### config.mk
export PLATFORM = sky130hd
export DESIGN_NAME = mult_seq_ctrl_flat
export DESIGN_NICKNAME = d
export VERILOG_FILES = /design/src/rtl/mult_seq_ctrl_pkg.sv /design/src/rtl/mult_seq_ctrl_if.sv /design/src/rtl/mult_seq_ctrl_iter_cnt.sv /design/src/rtl/mult_seq_ctrl.sv /design/src/flat_wrapper.sv
export SDC_FILE = /design/constraint.sdc
export NUM_CORES = 1
export LEC_CHECK = 0
export CAP_MARGIN = 20
export CORE_AREA = 5 5 42 44
export DETAILED_ROUTE_END_ITERATION = 12
export DIE_AREA = 0 0 47 49
export GPL_TIMING_DRIVEN = 0
export MAX_ROUTING_LAYER = met4
export PLACE_DENSITY = 0.71
export SYNTH_ARGS = -nofsm -noshare
export SYNTH_HDL_FRONTEND = slang
export SYNTH_HIERARCHICAL = 1
export SYNTH_SLANG_ARGS = --single-unit
export TNS_END_PERCENT = 20
### constraint.sdc
create_clock -name Clk -period 1.8 [get_ports Clk]
set_input_delay 0.27 -clock Clk [delete_from_list [all_inputs] [get_ports Clk]]
set_output_delay 0.27 -clock Clk [all_outputs]
set_load 0.01 [all_outputs]
### src/rtl/mult_seq_ctrl_pkg.sv
// Shared types and constants for the shift-add multiplier control path:
// state encoding, strobe bundle, Moore output decode and iteration-counter width.
package mult_ctrl_pkg;

  localparam int N_DEFAULT     = 8;
  localparam int CYC_W_DEFAULT = 8;

  typedef enum logic [2:0] {
    IDLE  = 3'd0,
    INIT  = 3'd1,
    TEST  = 3'd2,
    ADD   = 3'd3,
    SHIFT = 3'd4,
    DONE  = 3'd5
  } state_e;

  typedef struct packed {
    logic ready;
    logic busy;
    logic done;
    logic load_regs;
    logic clr_acc;
    logic add_en;
    logic shift_en;
  } ctrl_t;

  // Smallest width able to hold 0..n-1; never below one bit.
  function automatic int iter_w(input int n);
    int w;
    w = 1;
    while ((1 << w) < n) begin
      w = w + 1;
    end
    return w;
  endfunction

  function automatic ctrl_t decode_ctrl(input state_e s);
    ctrl_t c;
    c = '0;
    case (s)
      IDLE:    c.ready = 1'b1;
      INIT: begin
        c.busy      = 1'b1;
        c.load_regs = 1'b1;
        c.clr_acc   = 1'b1;
      end
      TEST:    c.busy = 1'b1;
      ADD: begin
        c.busy   = 1'b1;
        c.add_en = 1'b1;
      end
      SHIFT: begin
        c.busy     = 1'b1;
        c.shift_en = 1'b1;
      end
      DONE:    c.done = 1'b1;
      default: c.ready = 1'b1;
    endcase
    return c;
  endfunction

  localparam ctrl_t CTRL_IDLE = decode_ctrl(IDLE);

endpackage

### src/rtl/mult_seq_ctrl_if.sv
// Start/Done handshake and datapath strobe bundle for mult_seq_ctrl.
// The Cycles signal exists only when MULT_CYCLE_CNT_EN is defined.
interface mult_seq_ctrl_if
`ifdef MULT_CYCLE_CNT_EN
  #(parameter int CYC_W = 8)
`endif
  ;

  logic Start;
  logic Abort;
  logic Q0;
  logic Ready;
  logic Busy;
  logic Done;
  logic LoadRegs;
  logic ClrAcc;
  logic AddEn;
  logic ShiftEn;
`ifdef MULT_CYCLE_CNT_EN
  logic [CYC_W-1:0] Cycles;

  modport master (
    output Start, Abort, Q0,
    input  Ready, Busy, Done, LoadRegs, ClrAcc, AddEn, ShiftEn, Cycles
  );

  modport slave (
    input  Start, Abort, Q0,
    output Ready, Busy, Done, LoadRegs, ClrAcc, AddEn, ShiftEn, Cycles
  );
`else
  modport master (
    output Start, Abort, Q0,
    input  Ready, Busy, Done, LoadRegs, ClrAcc, AddEn, ShiftEn
  );

  modport slave (
    input  Start, Abort, Q0,
    output Ready, Busy, Done, LoadRegs, ClrAcc, AddEn, ShiftEn
  );
`endif

endinterface

### src/rtl/mult_seq_ctrl_iter_cnt.sv
// Iteration counter for the multiplier FSM: synchronous clear/enable,
// asynchronous Reset, Last flags the final test/shift iteration.
module mult_iter_cnt
  import mult_ctrl_pkg::*;
#(
  parameter int N = N_DEFAULT
) (
  input  logic Clk,
  input  logic Reset,
  input  logic Clr,
  input  logic En,
  output logic Last
);

  localparam int ITER_W = iter_w(N);

  logic [ITER_W-1:0] count_q;
  logic [ITER_W-1:0] count_d;

  always_comb begin
    count_d = count_q;
    if (Clr) begin
      count_d = '0;
    end else if (En) begin
      count_d = count_q + ITER_W'(1);
    end else begin
      count_d = count_q;
    end
  end

  always_ff @(posedge Clk or posedge Reset) begin
    if (Reset) begin
      count_q <= '0;
    end else begin
      count_q <= count_d;
    end
  end

  assign Last = (count_q == ITER_W'(N - 1));

endmodule

### src/rtl/mult_seq_ctrl.sv
// Control FSM for the shift-add multiplier: load, clear, per-bit test/add/shift, done.
// Define MULT_CYCLE_CNT_EN to add the saturating Cycles output.
module mult_seq_ctrl
  import mult_ctrl_pkg::*;
#(
  parameter int N = N_DEFAULT
`ifdef MULT_CYCLE_CNT_EN
  ,
  parameter int CYC_W = CYC_W_DEFAULT
`endif
) (
  input  logic            Clk,
  input  logic            Reset,
  mult_seq_ctrl_if.slave  bus
);

  state_e state_q;
  state_e state_d;
  ctrl_t  ctrl_q;
  ctrl_t  ctrl_d;

  logic iter_clr_s;
  logic iter_en_s;
  logic iter_last_s;
  logic in_flight_s;

  assign iter_clr_s  = (state_q == INIT);
  assign iter_en_s   = (state_q == SHIFT);
  assign in_flight_s = (state_q == INIT) || (state_q == TEST) ||
                       (state_q == ADD)  || (state_q == SHIFT);

  mult_iter_cnt #(
    .N (N)
  ) u_iter_cnt (
    .Clk   (Clk),
    .Reset (Reset),
    .Clr   (iter_clr_s),
    .En    (iter_en_s),
    .Last  (iter_last_s)
  );

  // Abort outranks Q0 and the last-iteration test in every in-flight state.
  always_comb begin
    state_d = state_q;
    case (state_q)
      IDLE: begin
        if (bus.Start) state_d = INIT;
        else           state_d = IDLE;
      end
      INIT: begin
        if (bus.Abort) state_d = IDLE;
        else           state_d = TEST;
      end
      TEST: begin
        if (bus.Abort)   state_d = IDLE;
        else if (bus.Q0) state_d = ADD;
        else             state_d = SHIFT;
      end
      ADD: begin
        if (bus.Abort) state_d = IDLE;
        else           state_d = SHIFT;
      end
      SHIFT: begin
        if (bus.Abort)        state_d = IDLE;
        else if (iter_last_s) state_d = DONE;
        else                  state_d = TEST;
      end
      DONE:    state_d = IDLE;
      default: state_d = IDLE;
    endcase
    ctrl_d = decode_ctrl(state_d);
  end

  // Strobes are flopped alongside the state so they always equal the decode of state_q.
  always_ff @(posedge Clk or posedge Reset) begin
    if (Reset) begin
      state_q <= IDLE;
      ctrl_q  <= CTRL_IDLE;
    end else begin
      state_q <= state_d;
      ctrl_q  <= ctrl_d;
    end
  end

  assign bus.Ready    = ctrl_q.ready;
  assign bus.Busy     = ctrl_q.busy;
  assign bus.Done     = ctrl_q.done;
  assign bus.LoadRegs = ctrl_q.load_regs;
  assign bus.ClrAcc   = ctrl_q.clr_acc;
  assign bus.AddEn    = ctrl_q.add_en;
  assign bus.ShiftEn  = ctrl_q.shift_en;

`ifdef MULT_CYCLE_CNT_EN
  logic [CYC_W-1:0] cycles_q;
  logic [CYC_W-1:0] cycles_d;

  // INIT restarts the count at 1; the value reads 25 in DONE for N=8, multiplier 0xFF.
  always_comb begin
    cycles_d = cycles_q;
    if (in_flight_s && bus.Abort) begin
      cycles_d = cycles_q;
    end else if (state_q == INIT) begin
      cycles_d = CYC_W'(1);
    end else if (in_flight_s && (cycles_q != {CYC_W{1'b1}})) begin
      cycles_d = cycles_q + CYC_W'(1);
    end else begin
      cycles_d = cycles_q;
    end
  end

  always_ff @(posedge Clk or posedge Reset) begin
    if (Reset) begin
      cycles_q <= '0;
    end else begin
      cycles_q <= cycles_d;
    end
  end

  assign bus.Cycles = cycles_q;
`else
  logic unused_in_flight_s;
  assign unused_in_flight_s = in_flight_s;
`endif

endmodule

### src/flat_wrapper.sv
// flat-port wrapper written by rule: the top's interface ports become plain ports
module mult_seq_ctrl_flat import mult_ctrl_pkg::*;
#(
  parameter int N = N_DEFAULT

)
  (Clk, Reset, bus_Start, bus_Abort, bus_Q0, bus_Ready, bus_Busy, bus_Done, bus_LoadRegs, bus_ClrAcc, bus_AddEn, bus_ShiftEn);
  mult_seq_ctrl_if bus_i ();
  input  logic Clk;
  input  logic Reset;
  input wire logic [$bits(bus_i.Start)-1:0] bus_Start;
  input wire logic [$bits(bus_i.Abort)-1:0] bus_Abort;
  input wire logic [$bits(bus_i.Q0)-1:0] bus_Q0;
  output wire logic [$bits(bus_i.Ready)-1:0] bus_Ready;
  output wire logic [$bits(bus_i.Busy)-1:0] bus_Busy;
  output wire logic [$bits(bus_i.Done)-1:0] bus_Done;
  output wire logic [$bits(bus_i.LoadRegs)-1:0] bus_LoadRegs;
  output wire logic [$bits(bus_i.ClrAcc)-1:0] bus_ClrAcc;
  output wire logic [$bits(bus_i.AddEn)-1:0] bus_AddEn;
  output wire logic [$bits(bus_i.ShiftEn)-1:0] bus_ShiftEn;
  assign bus_i.Start = bus_Start;
  assign bus_i.Abort = bus_Abort;
  assign bus_i.Q0 = bus_Q0;
  assign bus_Ready = bus_i.Ready;
  assign bus_Busy = bus_i.Busy;
  assign bus_Done = bus_i.Done;
  assign bus_LoadRegs = bus_i.LoadRegs;
  assign bus_ClrAcc = bus_i.ClrAcc;
  assign bus_AddEn = bus_i.AddEn;
  assign bus_ShiftEn = bus_i.ShiftEn;
  mult_seq_ctrl #(.N(N)) u_core (.Clk(Clk), .Reset(Reset), .bus(bus_i));
endmodule
After elaboration in Yosys (flattened, before gate mapping)
Index checks and enable logic that the tools add are counted.
{ "op_classes": {"mux": 16, "n_eq_ne": 10, "addsub": 1, "reduce_logical": 4} }
{ "ops": {"columns": ["cell", "n"], "rows": [
  ["2-to-1 mux 3 bit", 7],
  ["one-hot mux 3 bit (5 select lines)", 1],
  ["== test 3 x 2 -> 1 bit, second input constant", 4],
  ["== test 3 bit, second input constant", 4],
  ["== test 3 x 1 -> 1 bit, second input constant", 2],
  ["2-to-1 mux 1 bit", 6],
  ["OR reduction 5 bit", 1],
  ["2-to-1 mux 2 bit", 2],
  ["OR reduction 4 bit", 1],
  ["adder 3 x 1 -> 3 bit, second input constant", 1],
  ["zero test 3 bit", 1],
  ["nonzero test 2 bit", 1]
]} }
{ "totals": {"elab_cells": 40, "register_bits": 13} }

Logic depth before layout (Yosys ltp)
{ "depth": {"word_depth": 7, "depth_mapped": 5} }

Modules after synthesis
Netlist, hierarchy kept.
{ "modules_own_cells": {"columns": ["mod", "cells_per_inst", "instances", "area_per_inst_um2", "seq_area_each_um2"], "rows": [
  ["mult_seq_ctrl", 37, 1, 409.1, 226.5],
  ["mult_iter_cnt", 12, 1, 143.9, 75.1]
]} }

Least setup slack after synthesis
No wires, ideal clock.
{ "synth_timing": {"path_kind": "register to register", "start": "register u_core.state_q[0]", "end": "register u_core.u_iter_cnt.count_q[1]", "setup_time_ps": 132, "required_ps": 1668, "slack_ps": 456, "path_stages_with_launch": 5, "n_path_buf": 1, "synth_period_minus_slack_ps": 1344, "arrival_ps": 1213, "path_cell_list": "dfrtp_1 > clkbuf_1 > nor3b_1 > mux2i_1 > nor2_1"} }
{ "synth_between": {"elab_chain_cells": 2} }
{ "synth_lines": {"columns": ["item", "line", "rtl"], "rows": [
  ["start, declared", "mult_seq_ctrl.sv:17", "state_e state_q;"],
  ["start signal, assigned", "mult_seq_ctrl.sv:80", "state_q <= state_d;"],
  ["== test 3 bit", "mult_seq_ctrl.sv:28", "assign iter_en_s = (state_q == SHIFT);"],
  ["via u_core.iter_en_s", "mult_seq_ctrl.sv:23", "logic iter_en_s;"],
  ["nonzero test 2 bit (no line)", null, null],
  ["end signal, assigned", "mult_seq_ctrl_iter_cnt.sv:35", "count_q <= count_d;"],
  ["end, declared", "mult_seq_ctrl_iter_cnt.sv:17", "logic [ITER_W-1:0] count_q;"]
]} }
The timed path passes the listed nets, and every way through them passes these cells.
A chain may end at the register's enable or synchronous reset.

Worst setup path after layout
{ "layout_timing": {"start": "register u_core.ctrl_q, in the netlist u_core/bus.Ready", "end": "output bus_Ready"} }
{ "layout_lines": {"columns": ["item", "line", "rtl"], "rows": [
  ["start, declared", "mult_seq_ctrl.sv:19", "ctrl_t ctrl_q;"],
  ["start signal, assigned", "mult_seq_ctrl.sv:81", "ctrl_q <= ctrl_d;"],
  ["end, declared", "flat_wrapper.sv:14", "output wire logic [$bits(bus_i.Ready)-1:0] bus_Ready;"]
]} }
No word-level cell between the ends.

==> run_results.csv <==
group,metric,value,unit
detailed_routing,viasPerCell,4.93,
grt,grt_pass1_wl,1.69,mm
floorplanning,dieArea,2300,um2
synthesis,syn-cell-area,553,um2
placement,dpl_cell_area,683,um2
placement,portBuffers,11,
sta,rsz0062_at_grt,"false",
outcome,status,"completed",
grt,grt_max_degree,11,
synthesis,ys_warn_count,6,
placement,place_ws,0.154,ns
finish,fin_area,719,um2
clock_network,post_cts_buffers,0,
grt,overflow,0,
floorplanning,rows,14,
finish,nets,72,
hold_path,hold_path.class,"primary input to asynchronous set/reset pin",
detailed_routing,wl,1.01,mm
synthesis,ys.flop_type,"dfrtp_1",
setup_path,cp-start-kind,"flop",
synthesis,yosysTopAreaCell,"dfrtp_1",
sta,fin_crit,1.58,ns
floorplanning,die_h,49,um
sta,fmax,633,MHz
detailed_routing,dr.pass1.iters,2,
setup_path,crit_chain,"clkdlybuf4s50_1",
power_and_ir_drop,total_power,749,uW
sta,finalSetupTns,0,ns
clock_network,holdBufCountCts,0,
setup_path,crit_path_max_fanout,1,
power_and_ir_drop,irDropWorstVdd,451,uV
detailed_routing,first_iter_violations,3,
setup_path,crit_family,"flip-flops",
clock_network,clock_latency,0.27,ns
clock_network,postCtsResizedCells,0,
clock_network,h-tree-depth,1,
placement,dp.cells,76,
setup_path,slowest_delay,0.52,ns
sta,fin_skew,0.00172,ns
sta,worst_slew_pin_slew,0.531,ns
sta,slew_violations,0,
clock_network,cts_tree,"built",
grt,grt_pass1_vias,392,
sta,max-slew-margin-rel,0.645,
setup_path,crit_arrival,1.31,ns
sta,finalCritPeriodShare,0.878,
finish,nFillCells,140,
synthesis,syn_avg_cell_area,11.3,um2
synthesis,synth_area_leaders,"dfrtp_1 (50%), dfstp_2 (4.8%), ha_1 (4.5%), nor2_1 (4.1%), nor3b_1 (4.1%)",
synthesis,yosysSeqAreaShare,0.545,
sta,setup_viol,0,
floorplanning,ioPinCount,12,
finish,post-route-util,0.513,
floorplanning,start_util,0.395,
finish,n_antenna_cell,0,
floorplanning,core,1400,um2
placement,hpwl,769,um
setup_path,cp.required,1.53,ns
synthesis,postSynth.asyncResetShare,1.00,
grt,antenna_found_initial,0,
finish,multi_input_area,224,um2
clock_network,numCtsBuffers,3,
synthesis,syn_inst,49,
clock_network,cts_root_buffer,"clkbuf_4",
synthesis,synth-seq-cells,12,
setup_path,cp_slowest_cell,"dfstp_2",
sta,hold_violations,0,
power_and_ir_drop,p_leak,0.336,nW
detailed_routing,via_count,394,
setup_path,critPathKind,"flop to output port",
power_and_ir_drop,power_density,1040,nW/um2
synthesis,ys_types,23,
grt,grtUsageTotal,0.107,
finish,fin_cells,80,
sta,hold_slack,0.188,ns
clock_network,path_clk_slew,0.07,ns
sta,layout_setup_ws,0.220,ns
finish,syn2layout_area_growth,30.1,%
detailed_routing,post_drt_wl_per_cell,12.6,um
setup_path,crit_buf_inv,1,
setup_path,worstSetupEndpointType,"output port",
floorplanning,die_w,47,um
clock_network,clock_path_buffers,2,
detailed_routing,ant_nets,0,
finish,final_cell_mix,"clkdlybuf4s50_1 (11), dfrtp_1 (11), nor2_1 (6)",
finish,drive_above_1_share,0.109,
flow_run,drv_cap,0,
finish,seqCellArea,302,um2
synthesis,synth-edff-count,0,
detailed_routing,drcViolationCount,0,
synthesis,synth_top_area_share,0.498,
synthesis,syn-num-nets,56,
placement,place_congestion,0.687,
clock_network,clkSinkCount,12,
-- synthesized netlist by cell type (2+ instances only) --
master and count:
dfrtp_1 11, nor4b_1 2, inv_1 3, or2_1 2
ha_1 2, nand2b_1 2, nor3b_1 3, o21ai_0 2
nor2_1 6, a211oi_1 2, mux2i_1 2
-- area by class of cell --
type,count,share of cell area
Sequential cell,12,0.419
Multi-Input combinational cell,31,0.311
Timing Repair Buffer,11,0.153
Clock buffer,4,0.0504
Tap cell,16,0.0278
Buffer,3,0.0226
Inverter,3,0.0157
-- routing by layer --
| layer | part of all wire | up-vias | global-route usage |
|---|---|---|---|
| met5 | 0 | - | - |
| met4 | 0.020 | 0 | 0.0829 |
| met3 | 0.061 | 2 | 0.0221 |
| met2 | 0.48 | 7 | 0.152 |
| met1 | 0.43 | 182 | 0.126 |
| li1 | - | 203 | - |
-- final timing paths --
path	from	to	slack, ns	cells after the start
worst max-delay path	u_core/bus.Ready$_DFF_PP1_	bus_Ready	0.22	1
worst min-delay path	Reset	u_core/u_iter_cnt/count_q[0]$_DFFE_PP0P_	0.19	2
worst max register to register	u_core/state_q[0]$_DFF_PP0_	u_core/u_iter_cnt/count_q[2]$_DFFE_PP0P_	0.31	4
worst min register to register	u_core/u_iter_cnt/count_q[1]$_DFFE_PP0P_	u_core/u_iter_cnt/count_q[1]$_DFFE_PP0P_	0.54	2
max in group asynchronous	Reset	u_core/bus.Ready$_DFF_PP1_	1.20	2
min in group Clk	u_core/u_iter_cnt/count_q[1]$_DFFE_PP0P_	u_core/u_iter_cnt/count_q[1]$_DFFE_PP0P_	0.54	2
-- state kept, by name, indices dropped and copies added, names as in the netlist --
name and count:
u_core/bus.Ready 1, u_core/bus.Busy 1, u_core/bus.Done 1, u_core/u_iter_cnt/count_q 3, u_core/bus.AddEn 1, u_core/bus.LoadRegs 1, u_core/bus.ShiftEn 1, u_core/state_q 3
-- power by group --
part	switching, mW	internal (mW)	total [mW]
registers	0.0187	0.315	0.334
clock network	0.0872	0.123	0.210
logic	0.0948	0.110	0.205
total	0.201	0.548	0.749
-- logic make-up (layout without fill, tap and decap cells) --
group | Yosys count | count (layout) | share of synthesized area
xor gates and xnor gates | 1 | 1 | 0.0158
adders and majority gates | 2 | 2 | 0.0452
DFF | 12 | 12 | 0.545
buffers and inverters | 6 | 21 | 0.0498
and+or+nand+nor | 19 | 19 | 0.219
AOI/OAI and AO/OA | 7 | 7 | 0.0882
muxes | 2 | 2 | 0.0362
Note: power is estimated with default switching activity, not from simulation.
